`src/rtl/grf_wb_arb.sv`:
```
// Writeback arbiter/load aligner: ALU wins, loads queue (DEPTH) and pop when ALU idle; 1-cycle registered write port.
// Loads backpressured by registered o_ld_ready (!full); ALU never stalls. Define WB_PENDING_EN for o_pending tracking.
module grf_wb_arb #(
  parameter int DEPTH = 2
) (
  input  logic        i_clk,
  input  logic        i_rst_b,
  input  logic        i_clk_en,
  input  logic        i_alu_valid,
  input  logic [3:0]  i_alu_waddr,
  input  logic [31:0] i_alu_data,
  input  logic        i_ld_valid,
  output logic        o_ld_ready,
  input  logic [3:0]  i_ld_waddr,
  input  logic [1:0]  i_ld_size,
  input  logic [1:0]  i_ld_boff,
  input  logic        i_ld_sext,
  input  logic [31:0] i_ld_data,
  output logic [3:0]  o_waddr,
  output logic [3:0]  o_wen,
  output logic [31:0] o_din,
  output logic        o_cs_b,
  output logic [15:0] o_pending
);
  localparam int AW = (DEPTH > 1) ? $clog2(DEPTH) : 1;
  localparam int CW = AW + 1;
  localparam logic [CW-1:0] FULL = CW'(DEPTH);

  logic [DEPTH-1:0] q_vld;
  logic [3:0]       q_waddr [DEPTH];
  logic [31:0]      q_data  [DEPTH];
  logic [AW-1:0]    wr_ptr, rd_ptr;
  logic [CW-1:0]    count, count_nxt;
  logic             push, pop, head_vld;
  logic [31:0]      ld_shifted, ld_aligned;

  always_comb begin
    ld_shifted = '0;
    ld_aligned = i_ld_data;
    case (i_ld_size)
      2'd0: begin
        ld_shifted = i_ld_data >> {i_ld_boff, 3'b000};
        ld_aligned = {{24{i_ld_sext & ld_shifted[7]}}, ld_shifted[7:0]};
      end
      2'd1: begin
        ld_shifted = i_ld_data >> {i_ld_boff[1], 4'b0000};
        ld_aligned = {{16{i_ld_sext & ld_shifted[15]}}, ld_shifted[15:0]};
      end
      default: ld_aligned = i_ld_data;
    endcase
  end

  // Ready comes from the registered count, so a full FIFO refuses a push even on a popping cycle.
  assign push      = i_clk_en & i_ld_valid & o_ld_ready;
  assign pop       = i_clk_en & ~i_alu_valid & (count != '0);
  assign head_vld  = q_vld[rd_ptr];
  assign count_nxt = count + CW'(push) - CW'(pop);

  always_ff @(posedge i_clk or negedge i_rst_b) begin
    if (!i_rst_b) begin
      wr_ptr     <= '0;
      rd_ptr     <= '0;
      count      <= '0;
      o_ld_ready <= 1'b1;
      q_vld      <= '0;
      for (int i = 0; i < DEPTH; i++) begin
        q_waddr[i] <= '0;
        q_data[i]  <= '0;
      end
    end else if (i_clk_en) begin
      // WAW squash precedes the push below, so a same-cycle load (younger) stays valid.
      if (i_alu_valid) begin
        for (int i = 0; i < DEPTH; i++) begin
          if (q_waddr[i] == i_alu_waddr) q_vld[i] <= 1'b0;
        end
      end
      if (pop) begin
        q_vld[rd_ptr] <= 1'b0;
        rd_ptr        <= rd_ptr + AW'(1);
      end
      if (push) begin
        q_vld[wr_ptr]   <= 1'b1;
        q_waddr[wr_ptr] <= i_ld_waddr;
        q_data[wr_ptr]  <= ld_aligned;
        wr_ptr          <= wr_ptr + AW'(1);
      end
      count      <= count_nxt;
      o_ld_ready <= (count_nxt != FULL);
    end
  end

  always_ff @(posedge i_clk or negedge i_rst_b) begin
    if (!i_rst_b) begin
      o_cs_b  <= 1'b1;
      o_wen   <= 4'h0;
      o_waddr <= 4'h0;
      o_din   <= 32'h0;
    end else if (i_clk_en) begin
      if (i_alu_valid) begin
        o_cs_b  <= 1'b0;
        o_wen   <= 4'hF;
        o_waddr <= i_alu_waddr;
        o_din   <= i_alu_data;
      end else if (count != '0 && head_vld) begin
        o_cs_b  <= 1'b0;
        o_wen   <= 4'hF;
        o_waddr <= q_waddr[rd_ptr];
        o_din   <= q_data[rd_ptr];
      end else begin
        o_cs_b <= 1'b1;
        o_wen  <= 4'h0;
      end
    end
  end

`ifdef WB_PENDING_EN
  // q_vld is cleared on pop and squash, so it marks exactly the live queued writes.
  always_comb begin
    o_pending = '0;
    for (int i = 0; i < DEPTH; i++) begin
      if (q_vld[i]) o_pending[q_waddr[i]] = 1'b1;
    end
  end
`else
  assign o_pending = 16'h0;
`endif

endmodule
```
`config.mk`:
```
export PLATFORM = sky130hd
export DESIGN_NAME = grf_wb_arb
export DESIGN_NICKNAME = d
export VERILOG_FILES = /design/src/rtl/grf_wb_arb.sv
export SDC_FILE = /design/constraint.sdc
export NUM_CORES = 1
export LEC_CHECK = 0
export ABC_AREA = 1
export BUFFER_PORTS_ARGS = -buffer_cell sky130_fd_sc_hd__clkbuf_2
export CAP_MARGIN = 20
export CELL_PAD_IN_SITES_DETAIL_PLACEMENT = 0
export CELL_PAD_IN_SITES_GLOBAL_PLACEMENT = 1
export CORE_ASPECT_RATIO = 1.1
export CORE_UTILIZATION = 30
export CTS_CLUSTER_DIAMETER = 120
export DETAILED_ROUTE_END_ITERATION = 7
export GPL_TIMING_DRIVEN = 0
export PLACE_DENSITY_LB_ADDON = 0.1
export SYNTH_ARGS = -nofsm -noshare
export SYNTH_HDL_FRONTEND = slang
export SYNTH_SLANG_ARGS = --single-unit
```
`constraint.sdc`:
```
create_clock -name i_clk -period 1.7 [get_ports i_clk]
set_clock_uncertainty 0.2 [all_clocks]
set_input_delay 0.085 -clock i_clk [delete_from_list [all_inputs] [get_ports i_clk]]
set_output_delay 0.085 -clock i_clk [all_outputs]
set_load 0.02 [all_outputs]
```
# Word level (Yosys, flattened, before mapping)
# Index checks and enable logic that the tools add are counted.
[word_totals]
out_inout_bits = 58
inputBits = 82
register_bits = 120
elab_cells = 86
mem_bits_rw = 0
mem_count = 0
mem_bits_ro = 0
latchBits = 0
[op_classes]
n_div = 0
bitwise = 12
n_reduce_logical = 10
eq_ne = 4
n_addsub = 4
multipliers = 0
n_shift = 2
n_lt_le_gt_ge = 7
n_mux = 34
[op_table]
columns = ["cell", "count"]
rows = [
  ["$mux W32", 6],
  ["$bwmux W64", 1],
  ["$pmux W32 S2", 1],
  ["$demux W32 S1", 1],
  ["$mux W4", 8],
  ["$shr A32 B5 Y16", 1],
  ["$shr A32 B5 Y8", 1],
  ["$mux W2", 5],
  ["$bwmux W8", 1],
  ["$eq A4 B4 Y1", 2],
  ["$mux W1", 8],
  ["$and A1 B1 Y1", 6],
  ["$reduce_and A2 Y1", 3],
  ["$demux W4 S1", 1],
  ["$ge A2 B2 Y1 const B", 2],
  ["$logic_and A1 B1 Y1", 4],
  ["$lt A1 B2 Y1 const B", 2],
  ["$not A1 Y2", 2],
  ["$reduce_bool A2 Y1", 2],
  ["$add A1 B1 Y1 const B", 2],
  ["$add A2 B1 Y2", 1],
  ["$and A2 B2 Y2", 1],
  ["$demux W1 S1", 2],
  ["$eq A2 B1 Y1 const B", 1],
  ["8 further kinds", 9],
]

# Longest topological paths before layout
[logic_depth]
depth_word = 10
ltp_mapped = 11

# Worst setup path before layout
# Ideal clock, no wire load.
[synth_timing]
path_type = "reg2reg"
from = "reg o_ld_ready"
to = "reg o_ld_ready"
setup_ps = 76
stages_incl_launch_ff = 9
t_arrival_ps = 1544
path_buffers = 0
path_slack_ps = -120
cell_sequence = "dfstp_2 > nand3_2 > ha_1 > inv_1 > ha_1 > xnor2_1 > nand2_1 > nand2_1 > nand2_1"
[synth_via]
elab_chain_len = 4
[synth_rtl]
columns = ["element", "line_no", "rtl"]
rows = [
  ["from (decl)", "13", "output logic o_ld_ready,"],
  ["from (signal assigned)", "88", "o_ld_ready <= (count_nxt != FULL);"],
  ["$and A1 B1 Y1", "54", "assign push = i_clk_en & i_ld_valid & o_ld_ready;"],
  ["$add A2 B1 Y2", "57", "assign count_nxt = count + CW'(push) - CW'(pop);"],
  ["$sub A2 B1 Y2", "57", ""],
  ["$ne A2 B2 Y1", "88", ""],
]
# No other way between the ends.
# A chain may end at the register's enable or synchronous reset.

# Final worst setup path
# Ends and elaborated chain as after synthesis.

==> impl_metrics.json <==
{
  "ys_types": 28,
  "total_power_uw": 13900,
  "ys_seq_area_share_pct": 47.1,
  "synth.area.top_cells": "dfrtp_1 46%, nand2_1 28%, o211ai_1 4.2%",
  "setup_violations": 0,
  "grt_usage_pct": 20.0,
  "regToRegStartpoint": "o_ld_ready",
  "vias_per_cell": 4.54,
  "coreArea_sq_mm": 0.0201,
  "final_cell_area_sq_mm": 0.00895,
  "dpl-instance-area_sq_mm": 0.00728,
  "dieArea_sq_mm": 0.0213,
  "worst-path-stages": 8,
  "synth_edf_count": 0,
  "fin_ws_ns": 0.00374,
  "cp-end-kind": "flip-flop",
  "crit_family": "flip-flops",
  "hp-start": "i_clk_en",
  "ant_nets": 0,
  "r2r_end": "o_ld_ready",
  "hold_path.class": "in -> reg",
  "drc": 0,
  "dr.pass1.iters": 4,
  "cts_num_sinks": 117,
  "cp_max_fo": 3,
  "fillCellCount": 2123,
  "p_leak_uw": 0.00484,
  "row_count": 54,
  "cp.required_ns": 1.85,
  "start_kind": "flip-flop",
  "vias": 6096,
  "antenna_found_initial": 0,
  "worstHoldEndpoint": "o_ld_ready",
  "r2r_setup_slack_ns": 0.004,
  "arrival_ns": 1.85,
  "clk_pin_slew_ns": 0.06,
  "place_inst": 1221,
  "synth_most_common_cell": "nand2_1",
  "io_pins": 140,
  "dp_worst_setup_slack_ns": -0.266,
  "grt_pass1_vias": 6190,
  "grt_pass1_wl_mm": 33.2,
  "yosys_most_used_dff": "dfrtp_1",
  "avgSynthCellArea_sq_um": 7.48,
  "clockBufferDepth": 2,
  "p_per_area_mw_per_mm2": 1550,
  "min_period_over_period_pct": 99.8,
  "cap_violations": 0,
  "period_minus_slack_ns": 1.70,
  "status": "finished, violations left",
  "crit_path_cell_trace": "nand3_4, ha_4, inv_2, ha_4, xnor2_2, nand2_1, nand2_1, nand2_1",
  "path_buf_inv": 1,
  "hold_depth": 4,
  "worst_skew_pair.late_latency_ns": 0.42,
  "cts_root_buf": "clkbuf_16",
  "rsz0062_at_grt": "yes",
  "holdWs_ns": -0.111,
  "critical_path.max_stage_delay_ns": 0.56,
  "hold_violations": 49,
  "cts-buffers-inserted": 17,
  "post_drt_wl_per_cell_microns": 15.1,
  "synth_warnings": 0,
  "synth_area_leader_cell": "dfrtp_1",
  "syn_area_sq_mm": 0.00623,
  "hpwl_mm": 14.2,
  "synth-seq-cells": 117,
  "finish.utilization_pct": 44.6,
  "place_congestion": 0.833,
  "violations": "hold timing",
  "synthTopCellsByCount": "465 x nand2_1, 115 x dfrtp_1, 50 x nand3_1",
  "wl_mm": 20.3,
  "cp_slowest_cell": "dfstp_2",
  "htree_num_levels": 4,
  "peakVddDrop_mv": 0.614,
  "netlist_instances": 832,
  "drv_slew": 0,
  "slew_headroom_pct": 53.8,
  "n_antenna_cell": 0,
  "fmax_ghz": 0.590,
  "cts_tree": "done",
  "synth_top_cell_area_share_pct": 46.2,
  "worstSetupPathType": "reg -> reg",
  "crit_path_frequent_cell": "nand2_1",
  "start_util_pct": 31.0,
  "drive_above_1_share_pct": 23.6,
  "area_growth_syn_to_layout_pct": 43.7,
  "drt-initial-drc-count": 299,
  "worstMarginPinSlew_ns": 0.693,
  "async_flop_share_pct": 100,
  "grt_max_degree": 68,
  "gr-total-overflow": 0,
  "die_height_microns": 153,
  "fp.dieW_microns": 139,
  "fin_nets": 1162,
  "io_buffers": 121,
  "hold_buffers": 91,
  "r2r_cells": 8,
  "fin_cells": 1343
}
[sequential cells by signal, indices dropped and copies added, names as in the netlist]
register    cells
o_ld_ready      1
o_wen           1
wr_ptr          1
o_waddr         4
q_data         64
rd_ptr          1
count           2
o_din          32
q_vld           2
q_waddr         8
o_cs_b          1
[power breakdown]
part           switching (uW)  total (uW)  internal, uW  leakage (uW)
combinational            2980        4880          1900       0.00304
clock                    1410        4220          2810      0.000331
sequential                728        4810          4080       0.00147
total                    5120       13900          8790       0.00484
[cell type report]
cell class	count	area (sq um)	area share, %
timing repair buffer	214	1550	17.3
inverter	25	100	1.12
clock inverter	14	249	2.78
buffer	64	440	4.92
tap	252	315	3.52
multi-input combinational	639	2930	32.7
clock buffer	18	439	4.91
sequential	117	2930	32.7
[repair_timing]
action                                  CTS  global route
pin swaps                                 3             2
hold endpoints to repair                232             3
endpoints found under the setup margin   99            76
gates resized for setup                  15            33
buffers inserted                          5             0
[how the worst max path moves through the flow]
stage | slack [ns] | endpoint | start
global route | -0.08 | o_ld_ready | o_ld_ready
finish | 0.004 | o_ld_ready | o_ld_ready
global placement | -1.68 | o_din[16] | i_rst_b
CTS | -0.008 | o_ld_ready | o_ld_ready
detailed placement | -0.27 | o_din[13] | count[0]
floorplan | -0.03 | count[1] | o_ld_ready
[layer usage]
metal,track usage [%],vias up,wire (microns)
li1,-,3083,-
met4,6.40,0,303
met5,0,-,0
met1,27.2,2862,9790
met3,3.26,23,662
met2,32.4,128,9550
[kinds of logic after synthesis]
| family | after synthesis | share of synthesized area (%) |
|---|---|---|
| simple gates | 555 | 37.7 |
| fa+ha+maj | 2 | 0.402 |
| xor+xnor | 5 | 0.703 |
| other cells | 1 | 0.0602 |
| compound gates | 61 | 6.31 |
| buf+inv | 91 | 7.76 |
| flops | 117 | 47.1 |
[through the flow]
step	setup TNS (ns)	hold slack (ns)
3_3_place_gp	-206.02	0.119
2_1_floorplan	-0.0584	-0.411
4_1_cts	-0.00824	-0.105
3_5_place_dp	-11.89	-0.123
6_report	0	-0.111
5_1_grt	-0.336	-0.0918
[worst reg2reg max path, delay by kind of cell (launching register included)]
family	cells	cell delay, ns
flip-flops	1	0.56
buffers and inverters	1	0.03
AND/OR/NAND/NOR	4	0.26
adder cells (fa/ha/maj)	2	0.43
XOR/XNOR	1	0.14
[placed cells by master (no fill, tap or decap), types with 16 or more instances in the layout]
cell type	synthesis	layout
dlygate4sd3_1	0	87
conb_1	1	16
nand3_2	21	21
dfrtp_1	115	115
clkbuf_16	0	17
buf_4	21	38
o211ai_1	35	35
nand2_1	465	463
clkbuf_2	0	123
nand3_1	50	49
o21ai_0	24	21
No activity file was read; power rests on OpenSTA's default activity.
